===== src/rtl/citadel_gen_if.sv =====
// rtl/citadel_gen_if.sv - command/response FIFO handshake bundle for citadel_gen
//
// Command side: req/rdata flow host->engine, ack flows back.
// Response side: req/wdata flow engine->host, ack flows back.
// master = host view, slave = engine view.
interface citadel_gen_if;
    logic        cmd_req_genfifo_req_i;
    logic [95:0] cmd_req_genfifo_rdata_bi;
    logic        cmd_req_genfifo_ack_o;
    logic        cmd_resp_genfifo_req_o;
    logic [31:0] cmd_resp_genfifo_wdata_bo;
    logic        cmd_resp_genfifo_ack_i;

    modport master (
        output cmd_req_genfifo_req_i,
        output cmd_req_genfifo_rdata_bi,
        input  cmd_req_genfifo_ack_o,
        input  cmd_resp_genfifo_req_o,
        input  cmd_resp_genfifo_wdata_bo,
        output cmd_resp_genfifo_ack_i
    );

    modport slave (
        input  cmd_req_genfifo_req_i,
        input  cmd_req_genfifo_rdata_bi,
        output cmd_req_genfifo_ack_o,
        output cmd_resp_genfifo_req_o,
        output cmd_resp_genfifo_wdata_bo,
        input  cmd_resp_genfifo_ack_i
    );
endinterface


===== src/rtl/citadel_gen.sv =====
// rtl/citadel_gen.sv - command-driven 4-operand compute engine with 2-stage result pipeline
//
// Ports:
//   clk_i  - clock, rising edge
//   rst_i  - synchronous active-high reset
//   cmd    - citadel_gen_if.slave: command in (req/rdata/ack), response out (req/wdata/ack)
// Command word {exec, addr, wdata}: exec 0 = READ, 1 = WRITE, other = NOP.
module citadel_gen (
    input  logic            clk_i,
    input  logic            rst_i,
    citadel_gen_if.slave    cmd
);

    logic [31:0] exec;
    logic [31:0] addr;
    logic [31:0] wdata;

    assign exec  = cmd.cmd_req_genfifo_rdata_bi[95:64];
    assign addr  = cmd.cmd_req_genfifo_rdata_bi[63:32];
    assign wdata = cmd.cmd_req_genfifo_rdata_bi[31:0];

    logic [31:0] in_reg [4];

    logic [31:0] p01, p23, s01, s23, m01, m23, x_st1;
    logic [31:0] r_dot, r_sum, r_max, r_xor;

    logic [1:0]  busy;
    logic        resp_valid;
    logic [31:0] resp_data;

    logic        accept;
    logic        is_read;
    logic        is_write;
    logic [31:0] read_sel;

    // Only addr[2:0] selects anything; the upper bits are don't-care.
    logic        unused_addr;
    assign unused_addr = ^addr[31:3];

    // Busy and a pending response both hold the host off; the single
    // response slot is not freed until the edge that consumes it.
    assign cmd.cmd_req_genfifo_ack_o = cmd.cmd_req_genfifo_req_i & ~rst_i
                                     & (busy == 2'd0) & ~resp_valid;
    assign accept   = cmd.cmd_req_genfifo_ack_o;
    assign is_read  = (exec == 32'd0);
    assign is_write = (exec == 32'd1);

    always_comb begin
        read_sel = 32'd0;
        case (addr[2:0])
            3'd0: read_sel = r_dot;
            3'd1: read_sel = r_sum;
            3'd2: read_sel = r_max;
            3'd3: read_sel = r_xor;
            3'd4: read_sel = in_reg[0];
            3'd5: read_sel = in_reg[1];
            3'd6: read_sel = in_reg[2];
            default: read_sel = in_reg[3];
        endcase
    end

    always_ff @(posedge clk_i) begin
        if (rst_i) begin
            for (int i = 0; i < 4; i++) in_reg[i] <= 32'd0;
            p01 <= 32'd0; p23 <= 32'd0;
            s01 <= 32'd0; s23 <= 32'd0;
            m01 <= 32'd0; m23 <= 32'd0;
            x_st1 <= 32'd0;
            r_dot <= 32'd0; r_sum <= 32'd0; r_max <= 32'd0; r_xor <= 32'd0;
            busy       <= 2'd0;
            resp_valid <= 1'b0;
            resp_data  <= 32'd0;
        end else begin
            // Stage 1: pairwise partials
            p01   <= in_reg[0] * in_reg[1];
            p23   <= in_reg[2] * in_reg[3];
            s01   <= in_reg[0] + in_reg[1];
            s23   <= in_reg[2] + in_reg[3];
            m01   <= (in_reg[0] > in_reg[1]) ? in_reg[0] : in_reg[1];
            m23   <= (in_reg[2] > in_reg[3]) ? in_reg[2] : in_reg[3];
            x_st1 <= in_reg[0] ^ in_reg[1] ^ in_reg[2] ^ in_reg[3];

            // Stage 2: combine pairs
            r_dot <= p01 + p23;
            r_sum <= s01 + s23;
            r_max <= (m01 > m23) ? m01 : m23;
            r_xor <= x_st1;

            // Two busy cycles cover the two pipeline stages, so a READ
            // accepted after a WRITE always sees the updated results.
            if (accept && is_write) begin
                in_reg[addr[1:0]] <= wdata;
                busy <= 2'd2;
            end else if (busy != 2'd0) begin
                busy <= busy - 2'd1;
            end

            // Gating on resp_valid keeps an X ack from touching the slot when idle.
            if (accept && is_read) begin
                resp_valid <= 1'b1;
                resp_data  <= read_sel;
            end else if (resp_valid && cmd.cmd_resp_genfifo_ack_i) begin
                resp_valid <= 1'b0;
            end
        end
    end

    assign cmd.cmd_resp_genfifo_req_o    = resp_valid;
    assign cmd.cmd_resp_genfifo_wdata_bo = resp_data;

endmodule


===== src/flat_wrapper.sv =====
// flat-port wrapper written by rule: the top's interface ports become plain ports
module citadel_gen_flat 
  (clk_i, rst_i, cmd_cmd_req_genfifo_req_i, cmd_cmd_req_genfifo_rdata_bi, cmd_cmd_req_genfifo_ack_o, cmd_cmd_resp_genfifo_req_o, cmd_cmd_resp_genfifo_wdata_bo, cmd_cmd_resp_genfifo_ack_i);
  citadel_gen_if cmd_i ();
  input  logic clk_i;
  input  logic rst_i;
  input wire logic [$bits(cmd_i.cmd_req_genfifo_req_i)-1:0] cmd_cmd_req_genfifo_req_i;
  input wire logic [$bits(cmd_i.cmd_req_genfifo_rdata_bi)-1:0] cmd_cmd_req_genfifo_rdata_bi;
  output wire logic [$bits(cmd_i.cmd_req_genfifo_ack_o)-1:0] cmd_cmd_req_genfifo_ack_o;
  output wire logic [$bits(cmd_i.cmd_resp_genfifo_req_o)-1:0] cmd_cmd_resp_genfifo_req_o;
  output wire logic [$bits(cmd_i.cmd_resp_genfifo_wdata_bo)-1:0] cmd_cmd_resp_genfifo_wdata_bo;
  input wire logic [$bits(cmd_i.cmd_resp_genfifo_ack_i)-1:0] cmd_cmd_resp_genfifo_ack_i;
  assign cmd_i.cmd_req_genfifo_req_i = cmd_cmd_req_genfifo_req_i;
  assign cmd_i.cmd_req_genfifo_rdata_bi = cmd_cmd_req_genfifo_rdata_bi;
  assign cmd_cmd_req_genfifo_ack_o = cmd_i.cmd_req_genfifo_ack_o;
  assign cmd_cmd_resp_genfifo_req_o = cmd_i.cmd_resp_genfifo_req_o;
  assign cmd_cmd_resp_genfifo_wdata_bo = cmd_i.cmd_resp_genfifo_wdata_bo;
  assign cmd_i.cmd_resp_genfifo_ack_i = cmd_cmd_resp_genfifo_ack_i;
  citadel_gen u_core (.clk_i(clk_i), .rst_i(rst_i), .cmd(cmd_i));
endmodule

===== config.mk =====
export PLATFORM = sky130hd
export DESIGN_NAME = citadel_gen_flat
export DESIGN_NICKNAME = d
export VERILOG_FILES = /design/src/rtl/citadel_gen_if.sv /design/src/rtl/citadel_gen.sv /design/src/flat_wrapper.sv
export SDC_FILE = /design/constraint.sdc
export NUM_CORES = 2
export LEC_CHECK = 0
export CAP_MARGIN = 20
export CORE_UTILIZATION = 60
export DETAILED_ROUTE_END_ITERATION = 10
export HOLD_SLACK_MARGIN = 0.15
export PLACE_DENSITY = 0.77
export RECOVER_POWER = 25
export SYNTH_ARGS = -nofsm -noshare
export SYNTH_HDL_FRONTEND = slang
export SYNTH_SLANG_ARGS = --single-unit

===== constraint.sdc =====
create_clock -name clk_i -period 8.65 [get_ports clk_i]
set_input_delay 2.1625 -clock clk_i [delete_from_list [all_inputs] [get_ports clk_i]]
set_output_delay 2.1625 -clock clk_i [all_outputs]
set_load 0.1 [all_outputs]

==> impl_metrics.ini <==
[sta]
worstMarginPinSlew_ns = 3.80
clock.fmax_mhz = 125
fin_tns_setup_ns = 0
finalMaxSlewViolations = 298
fin_crit_ns = 7.98
holdWs_ns = 0.430
rsz0062_at_grt = no
timing_hold_violations_final = 0
finalClockSkew_ns = 0.0145
slew_headroom = -1.54
setup_viol = 0
fin_crit_sh = 0.923

[floorplanning]
die_w_um = 312
row_count = 113
num_io_pins = 134
die_area_um2 = 97300
core_area_um2 = 95200
start_util = 0.606
die_h_um = 312

[logic_synthesis]
synth_compound_area_frac = 0.0795
synth-seq-area-share = 0.201
yosys-top-cells-count = inv_1, fa_1, nor2_1
synth_ff_type = dfxtp_1
syn-num-nets = 7721
synth_top_family_by_area = adder cells
yosysTopAreaCell = fa_1
synth_top_area_share = 0.285
synth_most_common_cell = inv_1
syn_inst = 6335
ys_top_cells_by_area = fa_1, dfxtp_1, ha_1
postSynthAreaPerCell_um2 = 9.10
yosys.area_share.adder = 0.386
yosys.area_share.simple = 0.168
synthesis.area_um2 = 57700
yosys_register_bits = 515
synthMuxAreaShare = 0.0268
synth.distinct_cells = 89
ys_warn_count = 0
synth_edf_count = 128
synth_xor_area_frac = 0.0503
synthArstFlopShare = 0

[cts]
postCtsSetupRepairBufs = 0
cts_tree = built
hold_buffers = 0
clk_pin_slew_worst_paths_ns = 0.07
clk_latency_ns = 0.60
h-tree-depth = 2
cts_made_buffers = 49
root_buffer = clkbuf_16
cts.sink_count = 515
post_cts_resize_count = 0
cts_buffer_depth = 3

[worst_setup_path]
critPathMaxFanout = 17
crit_end = u_core.p01[28]
critPathLaunch = u_core.in_reg[0][7]
worst_ep_required_time_ns = 8.97
startpoint_type = register
cp-end-kind = register
timing.rr.start = u_core.in_reg[0][7]
path_class = register to register
worstReg2RegEnd = u_core.p01[28]
r2r_setup_slack_ns = 0.67
reg2reg_depth = 24
critical_path_arrival_ns = 8.31

[power]
p_comb_frac = 0.387
swShare = 0.374
irDropWorstVdd_v = 0.000152
p_int_w = 0.00537
power.switching_w = 0.00322
p_leak_nw = 29.1
clkPwrFrac = 0.271
p_per_area_nw_per_um2 = 140
pwr-share-seq = 0.342

[routing]
drt-pass1-iter-count = 8
via_per_inst = 6.02
routed_wl_um = 178000
wl_met1_um = 69200
antenna_left = 0
routed.top_layer = met5
num_vias = 45500
wl_met2_um = 76900
drt_iter0_markers = 4929
wire_per_inst_um = 23.6
route.met3.wl_um = 21000
drc = 0

[final_layout]
multiInputGateArea_um2 = 40900
layout.area.seq_um2 = 11600
fin_nets = 7641
fin_util = 0.647
largest_reg_flops = 128
num-fill-cells = 7731
area_delta_synth_final_pct = 6.77
design_area_um2 = 61600
drive_above_1_share = 0.0454

[placement]
io_buffer_count = 104
place_congestion = 1.02
placed_cell_area_um2 = 59900
dp_hpwl_um = 138000

[global_routing]
antenna_found_initial = 6
track_usage = 0.371
grt.overflow.total = 0
grt_pass1_wl_um = 273000
grt_pass1_vias = 46200
grt_max_degree = 186

[hold_path]
hold_class = register to register

[status]
run_status = complete, but fails checks
violations = max-capacitance violations, max-slew violations

[job]
drv_cap = 3
how the worst min path moves through the flow:
stage / from / depth (start not counted) / endpoint / slack, ns
finish: u_core.x_st1[0] / 1 / u_core.r_xor[0] / 0.43
detailed placement: u_core.x_st1[28] / 1 / u_core.r_xor[28] / 0.42
global placement: u_core.x_st1[16] / 1 / u_core.r_xor[16] / 0.42
global route: u_core.x_st1[19] / 1 / u_core.r_xor[19] / 0.45
CTS: u_core.x_st1[0] / 1 / u_core.r_xor[0] / 0.43
floorplan: u_core.x_st1[0] / 1 / u_core.r_xor[0] / 0.41
power groups by stage:
| stage | clock network [W] | logic (W) | registers [W] |
|---|---|---|---|
| global placement | 0 | 0.00315 | 0.00297 |
| floorplan | 0 | 0.00247 | 0.00279 |
| global route | 0.00242 | 0.00369 | 0.00293 |
| finish | 0.00233 | 0.00333 | 0.00294 |
| detailed placement | 0 | 0.00325 | 0.00297 |
| CTS | 0.00232 | 0.00328 | 0.00292 |
layer usage:
layer / vias to the layer above / global-route usage
met5: - / 0.00822
li1: 19700 / -
met4: 6 / 0.191
met3: 531 / 0.0900
met1: 22500 / 0.502
met2: 2769 / 0.556
placed cells by master, fill, tap and decap left out, types with 30 or more instances in the layout:
cell type | Yosys | routed
a21oi_1 | 225 | 226
nor2b_1 | 65 | 64
dfxtp_1 | 387 | 387
edfxtp_1 | 128 | 128
clkbuf_16 | 0 | 54
o21bai_1 | 36 | 36
nand4_1 | 35 | 35
mux2i_1 | 105 | 105
nor2_1 | 582 | 579
buf_4 | 6 | 124
clkdlybuf4s50_1 | 0 | 99
o21ai_0 | 91 | 92
a211oi_1 | 30 | 30
inv_1 | 993 | 994
a21o_1 | 74 | 73
nand3_1 | 31 | 31
xnor2_1 | 256 | 256
and3_1 | 140 | 140
xor2_1 | 75 | 75
nand2_1 | 581 | 581
fa_1 | 820 | 820
ha_1 | 466 | 466
and2_1 | 441 | 440
nor3_1 | 50 | 50
layout make-up:
cell class / instances / area share
multi-input cells: 4464 / 0.665
flip-flops and latches: 515 / 0.188
inverters: 995 / 0.0607
repair buffers: 230 / 0.0320
well taps: 1265 / 0.0257
clock buffers: 69 / 0.0245
clock inverters: 23 / 0.00345
diodes: 6 / 0.000244
stage by stage:
stage / cells / total power, W / setup slack [ns]
final: 7567 / 0.00859 / 0.666
after CTS: 7559 / 0.00852 / 0.943
after detailed placement: 7467 / 0.00622 / 0.969
after floorplan: 6335 / 0.00525 / 1.76
after global routing: 7565 / 0.00904 / 0.404
after global placement: 7467 / 0.00612 / 1.10
cells by family (layout without fill, tap and decap cells):
| family | Yosys count | after routing |
|---|---|---|
| other cells | 0 | 6 |
| xor+xnor | 331 | 331 |
| fa+ha+maj | 1286 | 1286 |
| mux | 138 | 138 |
| buf+inv | 1356 | 1317 |
| simple gates | 2013 | 2013 |
| compound gates | 696 | 696 |
| flops | 515 | 515 |
critical path: stages (launching register included):
cell and delay, ns:
edfxtp_1 0.94, buf_4 0.36, nand2_1 0.10, fa_1 0.53, inv_1 0.05, fa_1 0.39, fa_1 0.51, inv_1 0.05
fa_1 0.47, inv_1 0.06, fa_1 0.48, fa_1 0.56, fa_1 0.43, fa_1 0.47, ha_1 0.36, nand3_1 0.23
nor2_1 0.09, nand3_1 0.09, o31ai_1 0.07, a31oi_1 0.43, a21oi_1 0.20, o2111ai_1 0.41, a31oi_1 0.17, nor3_1 0.16
nor3_1 0.07
No activity file was read; power rests on OpenSTA's default activity.
